[src/rtl/mips_write_checker_sat_counter.sv]
`default_nettype none
// ============================================================================
// Module   : sat_counter
// Purpose  : Up counter with synchronous clear that sticks at all-ones.
// Revision : 1.0 - initial release
// ============================================================================
module sat_counter #(
  parameter int WIDTH = 16
) (
  input  logic             clk,
  input  logic             reset,   // asynchronous, active low
  input  logic             clear,
  input  logic             inc,
  output logic [WIDTH-1:0] count
);

  // Count up on inc, hold once saturated; clear wins over inc.
  always_ff @(posedge clk or negedge reset) begin
    if (!reset) begin
      count <= '0;
    end else if (clear) begin
      count <= '0;
    end else if (inc && (count != {WIDTH{1'b1}})) begin
      count <= count + WIDTH'(1);
    end
  end

endmodule : sat_counter
`default_nettype wire

[config.mk]
export PLATFORM = sky130hd
export DESIGN_NAME = sat_counter
export DESIGN_NICKNAME = d
export VERILOG_FILES = /design/src/rtl/mips_write_checker_sat_counter.sv
export SDC_FILE = /design/constraint.sdc
export NUM_CORES = 1
export LEC_CHECK = 0
export CORE_MARGIN = 3
export CORE_UTILIZATION = 44
export DETAILED_ROUTE_END_ITERATION = 12
export PLACE_DENSITY = 0.73
export SLEW_MARGIN = 20
export SYNTH_ARGS = -nofsm -noshare
export SYNTH_HDL_FRONTEND = slang
export SYNTH_SLANG_ARGS = --single-unit
[constraint.sdc]
create_clock -name clk -period 1.8 [get_ports clk]
set_input_delay 0.54 -clock clk [delete_from_list [all_inputs] [get_ports clk]]
set_output_delay 0.54 -clock clk [all_outputs]
set_load 0.05 [all_outputs]
==> flow_summary_export.csv <==
group,metric,value,unit
run_status,outcome,"finished clean",
power_and_ir_drop,vdd_drop_max,0.000503,V
sta,whs,0.561,ns
power_and_ir_drop,switching_power,0.183,mW
power_and_ir_drop,netSwitchingFraction,27.2,%
drt,first_pass_iters,4,
global_route,grt_start_max_net_pins,17,
yosys,synth_enable_flop_cells,0,
power_and_ir_drop,pwr-share-comb,15.1,%
die,die_y,52.3,um
power_and_ir_drop,total_power,0.673,mW
sta,finalHoldViolations,0,
drt,wl_per_cell,20.4,um
setup_path,ff2ff_setup_slack,0.009,ns
setup_path,worstSetupStartpointType,"flip-flop",
yosys,synth_area,942,sq um
final_layout,reg.largest.list,"count: 16 flops",
final_layout,top_register,"count",
global_route,grt-ovfl-total,0,
cts,clock_path_buffers,2,
power_and_ir_drop,p_clk_share,30.2,%
die,start_util,47.1,%
yosys,ys_warn_count,0,
global_route,grt_pass1_vias,1060,
drt,drc,0,
die,core,2000,sq um
placement,numPortBuffers,19,
setup_path,crit_required,2.03,ns
die,io_pins,20,
placement,pre_cts_ws,-0.338,ns
power_and_ir_drop,cellLeakagePower,0.687,nW
power_and_ir_drop,internal-power,0.490,mW
placement,gp_congestion,0.835,
sta,setup_ws,0.00890,ns
drt,drt_iter0_markers,39,
sta,max-slew-margin-rel,69.7,%
drt,viasPerCell,6.16,
cts,clock_latency,0.30,ns
cts,ctsHtreeMaxLevel,1,
yosys,async_reset_ff_share,100,%
yosys,synth.area.top_cells,"dfrtp_1 42%, a21oi_1 5.8%, o31ai_1 5.6%",
setup_path,r2r_end,"count[3]$_DFFE_PN0P_",
sta,min_period_over_period,99.5,%
drt,wl_met2,1870,um
setup_path,critPathArrivalTime,2.02,ns
setup_path,r2r-start,"count[8]$_DFFE_PN0P_",
yosys,yosys.area.top_type_share,42.5,%
yosys,ys_seq_elements,16,
final_layout,syn_to_final_growth,81.3,%
final_layout,fin_nets,156,
sta,worst_pin_slew,0.453,ns
sta,drv_slew,0,
placement,dpl.hpwl,2020,um
die,die_x,52.3,um
final_layout,largest_register_ffs,16,
global_route,grt_first_pass_wirelength,5180,um
setup_path,end_kind,"flip-flop",
flow_run,maxCapViolations,0,
yosys,yosysUniqueCellTypes,28,
sta,clock-skew-final,0.00395,ns
drt,dr_wl_met3,189,um
worst_hold_path,hp-class,"in2async",
setup_path,cp_max_fo,7,
power_and_ir_drop,power.density,394,nW/um^2
sta,finalCriticalPeriod,1.79,ns
drt,m1WireLength,1420,um
cts,cts-root-buf,"clkbuf_4",
cts,holdBufCountCts,0,
yosys,ys_seq_area_share,42.5,%
yosys,yosysMostFrequentCell,"dfrtp_1",
drt,dr.max_layer_used,"met4",
cts,path_clk_slew,0.10,ns
yosys,synth_common_cells,"16 x dfrtp_1, 11 x a21oi_1, 7 x o31ai_1, 6 x nand2_1, 6 x nand4_1",
yosys,syn-mean-instance-area,9.61,sq um
yosys,synth_area_leader_cell,"dfrtp_1",
die,dieArea,2730,sq um
setup_path,ff2ff_path_depth,5,
cts,cts_tree,"done",
global_route,grt_antenna_before_repair,0,
cts,cts.sinks,16,
drt,antenna_left,0,
yosys,ys.flop_type,"dfrtp_1",
final_layout,antenna_cells,0,
final_layout,drive_above_1_share,57.7,%
global_route,grt_use_total,26.3,%
drt,dr_total_vias,1085,
drt,drt_wl_total,3590,um
power_and_ir_drop,seq_power_share,54.7,%
sta,setup_viol,0,
cts,cts_buffers,3,
setup_path,critPathKind,"reg2reg",
yosys,synth_nets,103,
sta,max_freq,558,MHz
die,rows,16,
sta,fin_tns_setup,0,ns
yosys,netlist_instances,98,
per-stage QoR:
step	instances	utilization, %	area [sq um]
floorplan	98	-	975
global placement	162	75.8	1520
detailed placement	162	75.8	1520
CTS	170	79.7	1600
global route	176	85.3	1710
finish	176	85.3	1710
power by group through the flow:
stage	sequential, mW	combinational (mW)	clock (mW)
floorplan	0.387	0.0212	0
global placement	0.376	0.0855	0
detailed placement	0.376	0.0870	0
CTS	0.368	0.0941	0.194
global route	0.368	0.108	0.225
finish	0.368	0.102	0.203
cell families (layout without fill, tap and decap cells):
kind of cell	count (synthesis)	in the layout	share of synthesized area [%]
adders and majority gates	1	1	1.33
buffers and inverters	8	58	3.98
DFF	16	16	42.5
muxes	4	4	4.78
and+or+nand+nor	45	46	31.2
AOI/OAI and AO/OA	24	24	16.2
critical path, stage by stage, from the launching register on:
cell     delay, ns
dfrtp_2       0.48
nand4_1       0.18
buf_4         0.18
nor4_4        0.06
or4_2         0.65
a21oi_2       0.17
how the worst max path moves through the flow:
stage          depth (start not counted)                     to            startpoint
6_report                               5   count[3]$_DFFE_PN0P_  count[8]$_DFFE_PN0P_
2_1_floorplan                          5  count[14]$_DFFE_PN0P_  count[1]$_DFFE_PN0P_
5_1_grt                                5   count[9]$_DFFE_PN0P_  count[2]$_DFFE_PN0P_
3_3_place_gp                           5  count[13]$_DFFE_PN0P_                   inc
3_5_place_dp                           5  count[13]$_DFFE_PN0P_                   inc
4_1_cts                                5  count[11]$_DFFE_PN0P_                   inc
layout by cell type (no fill, tap or decap):
cell | synthesis | layout
nor3_1 | 1 | 1
nor2b_1 | 4 | 4
inv_2 | 0 | 1
nor4_2 | 0 | 2
or3_4 | 0 | 1
buf_4 | 0 | 32
dfrtp_2 | 0 | 16
and3_1 | 2 | 2
or4_1 | 5 | 5
o211ai_4 | 0 | 1
nor4_4 | 1 | 4
clkbuf_4 | 0 | 3
clkdlybuf4s50_1 | 0 | 3
o21ai_0 | 1 | 1
nand3b_1 | 1 | 1
o21ai_1 | 3 | 3
or4_2 | 2 | 2
mux2_1 | 4 | 4
nand4_1 | 6 | 6
nand4_4 | 0 | 1
buf_12 | 0 | 17
nor2_1 | 4 | 4
ha_4 | 0 | 1
or3_1 | 2 | 2
a21oi_2 | 0 | 2
a211oi_2 | 1 | 1
o31ai_1 | 7 | 7
nand2_1 | 6 | 6
and4_2 | 2 | 2
a21oi_1 | 11 | 9
nand3_1 | 3 | 3
inv_1 | 3 | 2
layer usage:
metal  GRT usage [%]  vias to the layer above
met3            2.56                       11
met2            42.3                       38
met5               0                        -
met4            13.6                        0
li1                -                      490
met1            34.8                      546
layout make-up:
class	instances	area (sq um)
timing repair buffer	52	611
inverter	3	11.3
clock buffer	3	22.5
tap	27	33.8
fill	102	294
multi-input combinational	75	609
sequential	16	420
timing repair:
item | CTS | global route
setup endpoints to repair | 8 | 11
setup buffers | 4 | 6
gates cloned | 1 | 0
pin swaps | 1 | 9
gates resized for setup | 2 | 11
(Power assumes the default switching activity.)
